<file path="src/rtl/btn_conditioner_pkg.sv">
// Shared definitions for push-button conditioning: repeat FSM encoding and
// default timing constants (also used by the clock-speed switcher).
package btn_conditioner_pkg;

    typedef enum logic [1:0] {
        RPT_IDLE   = 2'd0,
        RPT_HOLD   = 2'd1,
        RPT_REPEAT = 2'd2
    } rpt_state_t;

    localparam int DEFAULT_N_BTN           = 5;
    localparam int DEFAULT_DEBOUNCE_CYCLES = 1_000_000;
    localparam int DEFAULT_REPEAT_DELAY    = 50_000_000;
    localparam int DEFAULT_REPEAT_PERIOD   = 10_000_000;

    // Counter width able to hold 0..max(a,b)-1, never narrower than one bit.
    function automatic int ctr_width(input int a, input int b);
        int m;
        m = (a > b) ? a : b;
        return (m < 2) ? 1 : $clog2(m);
    endfunction

endpackage

</file>
<file path="src/rtl/btn_debounce_channel.sv">
// One button: 2-flop synchronizer, stability-counter debounce, press/release
// pulses and a hold-to-repeat FSM. All outputs come straight from flops.
module btn_debounce_channel
    import btn_conditioner_pkg::*;
#(
    parameter int DEBOUNCE_CYCLES = DEFAULT_DEBOUNCE_CYCLES,
    parameter int REPEAT_DELAY    = DEFAULT_REPEAT_DELAY,
    parameter int REPEAT_PERIOD   = DEFAULT_REPEAT_PERIOD
) (
    input  logic clk,
    input  logic rst,
    input  logic btn_raw,
    output logic level,
    output logic pulse_press,
    output logic pulse_release,
    output logic pulse_repeat
);

    localparam int CNT_W  = ctr_width(DEBOUNCE_CYCLES, DEBOUNCE_CYCLES);
    localparam int RCNT_W = ctr_width(REPEAT_DELAY, REPEAT_PERIOD);

    localparam logic [CNT_W-1:0]  CNT_LAST    = CNT_W'(DEBOUNCE_CYCLES - 1);
    localparam logic [RCNT_W-1:0] DELAY_LAST  = RCNT_W'(REPEAT_DELAY - 1);
    localparam logic [RCNT_W-1:0] PERIOD_LAST = RCNT_W'(REPEAT_PERIOD - 1);

    logic              s1_reg;
    logic              s2_reg;
    logic              level_reg, level_next;
    logic [CNT_W-1:0]  cnt_reg, cnt_next;
    logic              press_reg, press_next;
    logic              release_reg, release_next;
    logic              repeat_reg, repeat_next;
    rpt_state_t        state_reg, state_next;
    logic [RCNT_W-1:0] rcnt_reg, rcnt_next;

    logic differs;
    logic accept;
    logic rise;
    logic fall;

    assign differs = (s2_reg != level_reg);
    assign accept  = differs && (cnt_reg == CNT_LAST);
    assign rise    = accept && s2_reg;
    assign fall    = accept && !s2_reg;

    // Debounce: any sample agreeing with the current level restarts the count.
    always_comb begin
        level_next   = level_reg;
        cnt_next     = '0;
        press_next   = rise;
        release_next = fall;
        if (differs) begin
            if (cnt_reg == CNT_LAST) begin
                level_next = s2_reg;
            end else begin
                cnt_next = cnt_reg + CNT_W'(1);
            end
        end
    end

    // Repeat FSM; release has priority over a coinciding repeat slot.
    always_comb begin
        state_next  = state_reg;
        rcnt_next   = rcnt_reg;
        repeat_next = 1'b0;
        case (state_reg)
            RPT_IDLE: begin
                rcnt_next = '0;
                if (rise) begin
                    state_next  = RPT_HOLD;
                    repeat_next = 1'b1;
                end
            end
            RPT_HOLD: begin
                if (fall) begin
                    state_next = RPT_IDLE;
                    rcnt_next  = '0;
                end else if (rcnt_reg == DELAY_LAST) begin
                    state_next  = RPT_REPEAT;
                    rcnt_next   = '0;
                    repeat_next = 1'b1;
                end else begin
                    rcnt_next = rcnt_reg + RCNT_W'(1);
                end
            end
            RPT_REPEAT: begin
                if (fall) begin
                    state_next = RPT_IDLE;
                    rcnt_next  = '0;
                end else if (rcnt_reg == PERIOD_LAST) begin
                    rcnt_next   = '0;
                    repeat_next = 1'b1;
                end else begin
                    rcnt_next = rcnt_reg + RCNT_W'(1);
                end
            end
            default: begin
                state_next = RPT_IDLE;
                rcnt_next  = '0;
            end
        endcase
    end

    always_ff @(posedge clk or posedge rst) begin
        if (rst) begin
            s1_reg      <= 1'b0;
            s2_reg      <= 1'b0;
            level_reg   <= 1'b0;
            cnt_reg     <= '0;
            press_reg   <= 1'b0;
            release_reg <= 1'b0;
            repeat_reg  <= 1'b0;
            state_reg   <= RPT_IDLE;
            rcnt_reg    <= '0;
        end else begin
            s1_reg      <= btn_raw;
            s2_reg      <= s1_reg;
            level_reg   <= level_next;
            cnt_reg     <= cnt_next;
            press_reg   <= press_next;
            release_reg <= release_next;
            repeat_reg  <= repeat_next;
            state_reg   <= state_next;
            rcnt_reg    <= rcnt_next;
        end
    end

    assign level         = level_reg;
    assign pulse_press   = press_reg;
    assign pulse_release = release_reg;
    assign pulse_repeat  = repeat_reg;

endmodule

</file>
<file path="src/rtl/btn_conditioner.sv">
// Board push-button conditioner: one independent debounce channel per button,
// outputs concatenated in {C, D, U, R, L} bit order.
module btn_conditioner
    import btn_conditioner_pkg::*;
#(
    parameter int N_BTN           = DEFAULT_N_BTN,
    parameter int DEBOUNCE_CYCLES = DEFAULT_DEBOUNCE_CYCLES,
    parameter int REPEAT_DELAY    = DEFAULT_REPEAT_DELAY,
    parameter int REPEAT_PERIOD   = DEFAULT_REPEAT_PERIOD
) (
    input  logic             clk,
    input  logic             rst,
    input  logic [N_BTN-1:0] btn_raw,
    output logic [N_BTN-1:0] btn_level,
    output logic [N_BTN-1:0] btn_press,
    output logic [N_BTN-1:0] btn_release,
    output logic [N_BTN-1:0] btn_repeat
);

    generate
        for (genvar gi = 0; gi < N_BTN; gi++) begin : g_chan
            btn_debounce_channel #(
                .DEBOUNCE_CYCLES (DEBOUNCE_CYCLES),
                .REPEAT_DELAY    (REPEAT_DELAY),
                .REPEAT_PERIOD   (REPEAT_PERIOD)
            ) u_chan (
                .clk           (clk),
                .rst           (rst),
                .btn_raw       (btn_raw[gi]),
                .level         (btn_level[gi]),
                .pulse_press   (btn_press[gi]),
                .pulse_release (btn_release[gi]),
                .pulse_repeat  (btn_repeat[gi])
            );
        end
    endgenerate

endmodule

</file>
<file path="config.mk">
export PLATFORM = sky130hd
export DESIGN_NAME = btn_conditioner
export DESIGN_NICKNAME = d
export VERILOG_FILES = /design/src/rtl/btn_conditioner_pkg.sv /design/src/rtl/btn_debounce_channel.sv /design/src/rtl/btn_conditioner.sv
export SDC_FILE = /design/constraint.sdc
export NUM_CORES = 1
export LEC_CHECK = 0
export BUFFER_PORTS_ARGS = -buffer_cell sky130_fd_sc_hd__buf_4
export CORE_ASPECT_RATIO = 0.75
export CORE_MARGIN = 2
export CORE_UTILIZATION = 67
export CTS_BUF_LIST = sky130_fd_sc_hd__clkbuf_2 sky130_fd_sc_hd__clkbuf_4 sky130_fd_sc_hd__clkbuf_8
export DETAILED_ROUTE_END_ITERATION = 10
export HOLD_SLACK_MARGIN = 0.15
export PLACE_DENSITY = 0.94
export SLEW_MARGIN = 15
export SYNTH_ARGS = -nofsm -noshare
export SYNTH_HDL_FRONTEND = slang
export SYNTH_SLANG_ARGS = --single-unit
</file>
<file path="constraint.sdc">
create_clock -name clk -period 14.4 [get_ports clk]
set_clock_uncertainty 0.05 [all_clocks]
set_input_delay 0.72 -clock clk [delete_from_list [all_inputs] [get_ports clk]]
set_output_delay 0.72 -clock clk [all_outputs]
set_load 0.05 [all_outputs]
</file>
After elaboration in Yosys (flattened, before gate mapping):

Cells that the tools add are included.
Widths: inputs -> output; s select.

* register bits: 270
* bits of input ports: 7
* output and inout bits: 20
* logic and storage cells: 225

* add/sub/neg operators: 10
* equality and inequality tests: 45
* multiplexer cells: 90
* reduce and logical (&&, ||, !) cells: 35

Operators by type and width (number)
* $mux 26: 20
* $pmux 26 s2: 5
* $mux 20: 10
* $add 26x1->26 const B: 5
* $eq 26x24->1 const B: 5
* $eq 26x26->1 const B: 5
* $add 20x1->20 const B: 5
* $eq 20x20->1 const B: 5
* $mux 2: 20
* $pmux 2 s3: 5
* $mux 1: 25
* $ne 2x1->1 const B: 10
* $logic_and 1x1->1: 15
* $ne 3x1->1 const B: 5
* $pmux 1 s3: 5
* $reduce_and 3->1: 5
* $eq 2x1->1 const B: 5
* $eq 2x2->1 const B: 5
* $logic_not 2->1: 5
* $reduce_and 2->1: 5
* $logic_not 1->1: 5
* $ne 1x1->1: 5

Logic depth before layout (Yosys ltp):

Gate-level depths: netlist (run 1).

* word-level depth: 5
* mapped depth: 10
* gate-level depth less buffers: 9

By module:

A second synthesis (run 1) with hierarchy kept.

* cell total of the unflattened synthesis: 1409
* area, all modules: 13769.5 um2

By module, submodules not included
* btn_debounce_channel (g_chan[0].u_chan ...): times used 4, cells each 280, area an instance 2747.6 um2, seq. area each 1351.3 um2
* btn_debounce_channel (g_chan[4].u_chan): times used 1, cells each 289, area an instance 2778.9 um2, seq. area each 1351.3 um2

Worst setup path after synthesis (run 1):

Ideal clock, no wire load.

* path kind: register to register
* from: register g_chan[4].u_chan.cnt_reg[0]
* to: register g_chan[4].u_chan.rcnt_reg[12]
* library setup time: 0.119 ns
* arrival: 2.238 ns
* required time: 14.231 ns
* setup slack: 11.993 ns
* stages on the path, launching flop included: 10
* buffers on the path: 2
* clock period less this slack: 2.407 ns
* cell sequence: dfrtp_1 -> ha_1 -> and3_4 -> nand4_2 -> or4_1 -> buf_2 -> or3b_4 -> nand3_2 -> buf_6 -> nor2_1

* cells in the longest elaborated chain, start to end: 5
* elaborated cells on any way between the ends: 6
* classes of those cells: 1 x eq/ne; 3 x mux; 2 x reduce/logical

RTL lines
* start, declared: RTL line btn_debounce_channel.sv:29 `logic [CNT_W-1:0] cnt_reg, cnt_next;`
* start signal, assigned: RTL line btn_debounce_channel.sv:119 `cnt_reg <= cnt_next;`
* $eq 20x20->1 (*): RTL line btn_debounce_channel.sv:42 `assign accept = differs && (cnt_reg == CNT_LAST);`
* $logic_and 1x1->1 (*): RTL line btn_debounce_channel.sv:42
* $logic_and 1x1->1 (*): RTL line btn_debounce_channel.sv:44 `assign fall = accept && !s2_reg;`
* $mux 26, on equally long branches: RTL line btn_debounce_channel.sv:87, btn_debounce_channel.sv:75
* $pmux 26 s2 (*): RTL line btn_debounce_channel.sv:66 `case (state_reg)`
* via g_chan[4].u_chan.rcnt_next[12]: RTL line btn_debounce_channel.sv:34 `logic [RCNT_W-1:0] rcnt_reg, rcnt_next;`
* end signal, assigned: RTL line btn_debounce_channel.sv:124 `rcnt_reg <= rcnt_next;`
* end, declared: RTL line btn_debounce_channel.sv:34

The timed path passes the listed nets; every way through them passes the cells marked *.
A chain may end at the register's enable or synchronous reset.

Final worst setup path (run 1):

* from: register g_chan[4].u_chan.cnt_reg[0]
* to: register g_chan[4].u_chan.rcnt_reg[6]

Same word-level chain as after synthesis.

==> results of run 1 <==
==> layer usage <==
metal  global-route usage [%]  routed length (um)
met1                     36.2               12000
met2                     41.2               12400
met3                     4.84                1350
met4                     7.81                 459
met5                        0                   0
==> worst register-to-register path: stages, from the launching register on <==
cell	delay, ns
dfrtp_1	0.42
ha_1	0.24
and3_4	0.23
nand4_2	0.12
or4_1	0.70
or3b_4	0.45
nand3_2	0.43
nor2_1	0.13
==> cells in the final DEF (no fill, tap or decap), types with 2 or more instances in the layout <==
| cell type | instances |
|---|---|
| nor2_1 | 276 |
| dfrtp_1 | 270 |
| nand2_1 | 120 |
| xor2_1 | 114 |
| xnor2_1 | 92 |
| nand3_1 | 87 |
| clkbuf_8 | 57 |
| and3_1 | 53 |
| inv_1 | 42 |
| nand4_1 | 38 |
| nor3_1 | 31 |
| ha_1 | 30 |
| buf_4 | 28 |
| and4_1 | 18 |
| nor4_1 | 17 |
| o21ai_0 | 15 |
| nor2b_1 | 14 |
| a21oi_1 | 12 |
| clkbuf_4 | 11 |
| nand2b_1 | 10 |
| or4_1 | 9 |
| nor4b_1 | 8 |
| or3_1 | 8 |
| clkinv_2 | 8 |
| nand4b_1 | 7 |
| nor4bb_1 | 4 |
| or2_2 | 4 |
| and2_1 | 4 |
| a21o_1 | 4 |
| or4b_1 | 3 |
| o31ai_1 | 2 |
| nand3b_2 | 2 |
| or4b_2 | 2 |
| a211o_1 | 2 |
| nand3b_1 | 2 |
| a22o_1 | 2 |
| a22oi_1 | 2 |
| a2bb2oi_1 | 2 |
| o21bai_1 | 2 |
| mux2_2 | 2 |
==> logic make-up (layout without fill, tap and decap cells) <==
logic type,Yosys count,count (layout)
simple gates,729,729
flops,270,270
xor+xnor,206,206
buf+inv,86,149
compound gates,53,53
fa+ha+maj,30,30
mux,2,2
==> power groups by stage <==
stage / clock, mW / sequential (mW) / combinational, mW
global route: 0.748 / 0.768 / 0.0328
floorplan: 0 / 0.781 / 0.0203
detailed placement: 0 / 0.782 / 0.0289
CTS: 0.710 / 0.768 / 0.0290
finish: 0.698 / 0.768 / 0.0278
global placement: 0 / 0.781 / 0.0278
==> per-stage QoR <==
| step | area [sq um] | cells | setup slack, ns |
|---|---|---|---|
| global placement | 13600 | 1615 | 11.75 |
| finish | 14600 | 1692 | 11.51 |
| CTS | 14600 | 1692 | 11.54 |
| detailed placement | 13600 | 1615 | 11.56 |
| global route | 14600 | 1692 | 11.28 |
| floorplan | 13400 | 1376 | 6.19 |
==> final cells by class <==
class | instances | share of cell area [%]
clock inverter | 9 | 0.481
sequential | 270 | 46.4
tap | 253 | 2.17
inverter | 43 | 1.16
clock buffer | 68 | 5.96
timing repair buffer | 29 | 1.52
multi-input combinational | 1020 | 42.3
==> final timing paths <==
| check | to | startpoint | slack, ns |
|---|---|---|---|
| worst max-delay path | g_chan[4].u_chan.rcnt_reg[6]$_DFF_PP0_ | g_chan[4].u_chan.cnt_reg[0]$_DFF_PP0_ | 11.51 |
| worst min-delay path | g_chan[4].u_chan.s1_reg$_DFF_PP0_ | btn_raw[4] | 0.23 |
| worst max register to register | g_chan[4].u_chan.rcnt_reg[6]$_DFF_PP0_ | g_chan[4].u_chan.cnt_reg[0]$_DFF_PP0_ | 11.51 |
| worst min register to register | g_chan[2].u_chan.s2_reg$_DFF_PP0_ | g_chan[2].u_chan.s1_reg$_DFF_PP0_ | 0.30 |
| max in group asynchronous | g_chan[0].u_chan.cnt_reg[13]$_DFF_PP0_ | rst | 12.62 |
| min in group asynchronous | g_chan[2].u_chan.cnt_reg[11]$_DFF_PP0_ | rst | 0.28 |
==> impl_metrics.json, run 1 <==
{
  "clock_path_buffers": 3,
  "drv_slew": 0,
  "max_freq_mhz": 346,
  "yosysMostFrequentCell": "nor2_1",
  "hold_viol": 0,
  "arrival_ns": 3.25,
  "syn_area_sq_um": 13400,
  "combPwrFrac_pct": 1.9,
  "dr.pass1.iters": 6,
  "yosys.area_share.adder_pct": 2.81,
  "cts_hold_buf": 0,
  "ios": 27,
  "cp_cell_sequence": "ha_1, and3_4, nand4_2, or4_1, or3b_4, nand3_2, nor2_1",
  "cts.clk_slew.worst_paths_ns": 0.06,
  "fin_nets": 1443,
  "dp_hpwl_um": 16800,
  "synth_area_leaders": "dfrtp_1 51%, nor2_1 7.8%, xor2_1 7.5%",
  "synth_compound_area_share_pct": 2.55,
  "critical_path_required_ns": 14.76,
  "min_delay_path_depth": 1,
  "synth_edf_count": 0,
  "grt_pass1_wl_um": 46100,
  "synthXorXnorAreaFrac_pct": 13.5,
  "cp_max_fo": 26,
  "p_sw_mw": 0.324,
  "worst_pin_slew_ns": 1.00,
  "hp-class": "input port to register",
  "largest_reg_flops": 130,
  "rows": 44,
  "drtAntennaViolNets": 0,
  "ys_seq_area_share_pct": 50.5,
  "end_kind": "register",
  "via_per_inst": 5.86,
  "port_buffers": 26,
  "seq_area_sq_um": 6760,
  "cts.sinks": 270,
  "grt_pass1_vias": 9984,
  "finalSetupViolations": 0,
  "cts_tree": "built",
  "die_w_um": 167,
  "core-area_sq_um": 19400,
  "gp_congestion": 0.861,
  "cp_slowest_cell": "or4_1",
  "n_antenna_cell": 0,
  "drive_gt1_share_pct": 8.69,
  "yosysTopAreaCell": "dfrtp_1",
  "path_buf_inv": 0,
  "grt-ovfl-total": 0,
  "final.min_clock_period_ns": 2.89,
  "drc_errors": 0,
  "status": "completed",
  "fillers": 1224,
  "final.period_utilization_pct": 20.1,
  "wl_um": 26200,
  "reg2regPathDepth": 7,
  "power.total_mw": 1.49,
  "synth.distinct_cells": 62,
  "syn-instance-count": 1376,
  "p_clk_share_pct": 46.7,
  "cts_max_level": 2,
  "synth_nets": 1413,
  "post-route-util_pct": 74.9,
  "gr-usage-all-layers_pct": 25.7,
  "cts_buffers": 42,
  "yosys_register_bits": 270,
  "rsz0062_at_grt": "false",
  "max_stage_delay_ns": 0.70,
  "drv_cap": 0,
  "whs_ns": 0.231,
  "cts_resized": 0,
  "powerDensity_nw_per_um2": 103,
  "drtIter0Drc": 906,
  "crit_family": "simple AND/OR/NAND/NOR gates",
  "wl_per_cell_um": 15.5,
  "die_h_um": 126,
  "critPathKind": "register to register",
  "max-vdd-ir-drop_v": 0.0000897,
  "critical_path_depth": 7,
  "multi_input_area_sq_um": 6160,
  "setup-tns-final_ns": 0,
  "grt_max_degree": 111,
  "synth_flop_cell": "dfrtp_1",
  "synthMuxAreaShare_pct": 0.168,
  "start_util_pct": 68.8,
  "synth_top_family_by_area": "simple AND/OR/NAND/NOR gates",
  "cts_setup_buffers": 0,
  "p_leak_nw": 6.27,
  "synth_commonest_cells": "276 x nor2_1, 270 x dfrtp_1, 120 x nand2_1",
  "die_area_sq_um": 21100,
  "area_growth_pct": 8.93,
  "p_int_mw": 1.17,
  "root_buffer": "clkbuf_8",
  "sequentialPowerShare_pct": 51.4,
  "async_flop_share_pct": 100,
  "antenna_found_initial": 0,
  "max_slew_margin_pct": 32.8,
  "clk-insertion-delay-late_ns": 0.55,
  "yosysTopAreaCellShare_pct": 50.5,
  "p_sw_share_pct": 21.7,
  "startpoint_type": "register",
  "avgSynthCellArea_sq_um": 9.71,
  "vias": 9923,
  "ys_warn_count": 0,
  "yosys.area_share.simple_pct": 27.1
}
Note: power is estimated with default switching activity, not from simulation.
==> run 2: changes to the inputs <==
Settings changed: ABC_AREA set to 1, CORE_UTILIZATION 67 to 66, PLACE_DENSITY 0.94 to 0.93.
Clock period 14.4 ns to 2.7 ns, I/O delays scaled along.
==> run 2 against run 1 <==
- worst hold slack worse by 0.047 ns
- global-route usage is 2.2 points higher
- clock power grew to 5.5 times the previous value
- sequential cell count stayed put
- non-clock buffer count is 16 higher
- synthesized cell count is 45% higher
- wire length is 28% higher
- clock-buffer cell count is 5 lower
- fmax is 33% higher
- sequential power grew to 5.3 times the previous value
- die area is 15% higher
- combinational power grew to 7.1 times the previous value
- largest cell class is now multi-input combinational cells
==> impl_metrics.json, run 2 <==
{
  "status": "completed",
  "critPathKind": "register to register",
  "layout_common_cells": "469 x nor2_1, 373 x nand2_1, 270 x dfrtp_1",
  "powerDensity_nw_per_um2": 487,
  "cts.clk_slew.worst_paths_ns": 0.06,
  "synth_edf_count": 0,
  "cp_max_fo": 25,
  "synth_commonest_cells": "469 x nor2_1, 373 x nand2_1, 270 x dfrtp_1",
  "worst_pin_slew_ns": 0.805,
  "p_leak_nw": 7.40,
  "die_w_um": 179,
  "cts_resized": 0,
  "synth_area_leaders": "dfrtp_1 44%, nor2_1 12%, nand2_1 9.2%",
  "cp-endpoint": "g_chan[3].u_chan.rcnt_reg[17]$_DFF_PP0_",
  "start_util_pct": 66.8,
  "async_flop_share_pct": 100,
  "drtAntennaViolNets": 0,
  "cts_setup_buffers": 0,
  "cp-startpoint": "g_chan[3].u_chan.rcnt_reg[0]$_DFF_PP0_",
  "end_kind": "register",
  "synth_compound_area_share_pct": 3.79,
  "synthXorXnorAreaFrac_pct": 7.01,
  "wl_um": 33500,
  "ys_warn_count": 0,
  "max_stage_delay_ns": 0.39,
  "largest_reg_flops": 130,
  "crit_family": "simple AND/OR/NAND/NOR gates",
  "antenna_found_initial": 0,
  "drv_cap": 0,
  "fin_nets": 2089,
  "post-route-util_pct": 73.1,
  "setup-tns-final_ns": 0,
  "dr.pass1.iters": 6,
  "critical_path_required_ns": 3.08,
  "drive_gt1_share_pct": 7.78,
  "wl_per_cell_um": 14.1,
  "drc_errors": 0,
  "drtIter0Drc": 1359,
  "yosys_register_bits": 270,
  "core-area_sq_um": 22800,
  "setup_slack_ns": 0.523,
  "gr-usage-all-layers_pct": 27.8,
  "vias": 13400,
  "grt_pass1_wl_um": 57200,
  "max_freq_mhz": 459,
  "syn_area_sq_um": 15200,
  "reg2regPathDepth": 10,
  "timing.rr.start": "g_chan[3].u_chan.rcnt_reg[0]$_DFF_PP0_",
  "stdcell_count": 2383,
  "synth_top_family_by_area": "simple AND/OR/NAND/NOR gates",
  "clk-insertion-delay-late_ns": 0.57,
  "rows": 48,
  "ios": 27,
  "final.period_utilization_pct": 80.6,
  "die_h_um": 136,
  "cts_max_level": 2,
  "yosysMostFrequentCell": "nor2_1",
  "path_buf_inv": 1,
  "port_buffers": 26,
  "hold_viol": 0,
  "whs_ns": 0.184,
  "cts_buffers": 44,
  "arrival_ns": 2.56,
  "grt_pass1_vias": 12700,
  "synthMuxAreaShare_pct": 0,
  "yosys.area_share.simple_pct": 34.4,
  "clock_path_buffers": 3,
  "critical_path_depth": 10,
  "cts_tree": "built",
  "synth_flop_cell": "dfrtp_1",
  "grt_max_degree": 62,
  "r2r_slack_ns": 0.52,
  "syn-instance-count": 2000,
  "cts.sinks": 270,
  "yosysTopAreaCell": "dfrtp_1",
  "final.min_clock_period_ns": 2.18,
  "max_slew_margin_pct": 46.2,
  "cp_cell_sequence": "ha_1, nand2_1, nor2_1, nand3_1, inv_1, nand3_1, nand3_2, nand2_1, nand2_2, nor2_1",
  "yosysTopAreaCellShare_pct": 44.3,
  "die_area_sq_um": 24300,
  "avgSynthCellArea_sq_um": 7.62,
  "synth.distinct_cells": 41,
  "dp_worst_setup_slack_ns": 0.568,
  "r2r_end": "g_chan[3].u_chan.rcnt_reg[17]$_DFF_PP0_",
  "area_growth_pct": 9.43,
  "dpl.cell_count": 2296,
  "n_antenna_cell": 0,
  "hp-class": "input port to register",
  "yosys.area_share.adder_pct": 2.46,
  "rsz0062_at_grt": "false",
  "grt-ovfl-total": 0,
  "layout_commonest_cell": "nor2_1",
  "drv_slew": 0,
  "max-vdd-ir-drop_v": 0.000453,
  "dp_hpwl_um": 24000,
  "ys_seq_area_share_pct": 44.3,
  "cts_hold_buf": 10,
  "finalSetupViolations": 0,
  "gp_congestion": 0.946,
  "root_buffer": "clkbuf_8",
  "synth_nets": 2037,
  "via_per_inst": 5.62,
  "cp_slowest_cell": "dfrtp_1",
  "startpoint_type": "register"
}
[run 2: cell families (layout without fill, tap and decap cells)]
| logic type | after synthesis | in the layout |
|---|---|---|
| AO/OA/AOI/OAI | 103 | 103 |
| XOR/XNOR | 122 | 122 |
| adder cells (fa/ha/maj) | 30 | 30 |
| buffers and inverters | 282 | 365 |
| flip-flops | 270 | 270 |
| AND/OR/NAND/NOR | 1193 | 1193 |
[run 2: area by class of cell]
| type | instances | area, sq um |
|---|---|---|
| Inverter | 243 | 916 |
| Tap cell | 300 | 375 |
| Multi-Input combinational cell | 1448 | 7270 |
| Fill cell | 1630 | 6140 |
| Timing Repair Buffer | 45 | 413 |
| Sequential cell | 270 | 6760 |
| Clock buffer | 63 | 823 |
| Clock inverter | 14 | 130 |
[run 2: stage by stage]
stage / power, mW / area [sq um]
4_1_cts: 8.20 / 16700
6_report: 8.13 / 16700
2_1_floorplan: 4.28 / 15200
5_1_grt: 8.41 / 16700
3_5_place_dp: 4.36 / 15600
3_3_place_gp: 4.34 / 15600
[run 2: routing by layer]
| metal | share of wire [%] | vias up | track usage [%] |
|---|---|---|---|
| li1 | - | 6457 | - |
| met1 | 44 | 6253 | 37.9 |
| met2 | 46 | 579 | 46.0 |
| met3 | 7.0 | 96 | 4.38 |
| met4 | 2.5 | 0 | 9.62 |
| met5 | 0 | - | 0 |
[run 2: report_power, final]
part           switching (mW)  total [mW]  internal (mW)
sequential             0.0202        4.09           4.07
combinational           0.137       0.197         0.0594
clock                    1.68        3.84           2.16
[run 2: how the worst min path moves through the flow]
stage	endpoint	cells past startpoint	startpoint	slack, ns
after floorplan	g_chan[0].u_chan.s1_reg$_DFF_PP0_	0	btn_raw[0]	0.12
after global placement	g_chan[0].u_chan.s1_reg$_DFF_PP0_	1	btn_raw[0]	0.20
after detailed placement	g_chan[0].u_chan.s1_reg$_DFF_PP0_	1	btn_raw[0]	0.20
after CTS	g_chan[1].u_chan.s1_reg$_DFF_PP0_	2	btn_raw[1]	0.17
after global routing	g_chan[1].u_chan.s1_reg$_DFF_PP0_	2	btn_raw[1]	0.17
final	g_chan[1].u_chan.s1_reg$_DFF_PP0_	2	btn_raw[1]	0.18
[run 2: worst reg2reg max path: cells and delay by family (launching register included)]
family                     cells  cell delay [ns]
and+or+nand+nor                8             1.25
adders and majority gates      1             0.23
DFF                            1             0.39
buffers and inverters          1             0.12
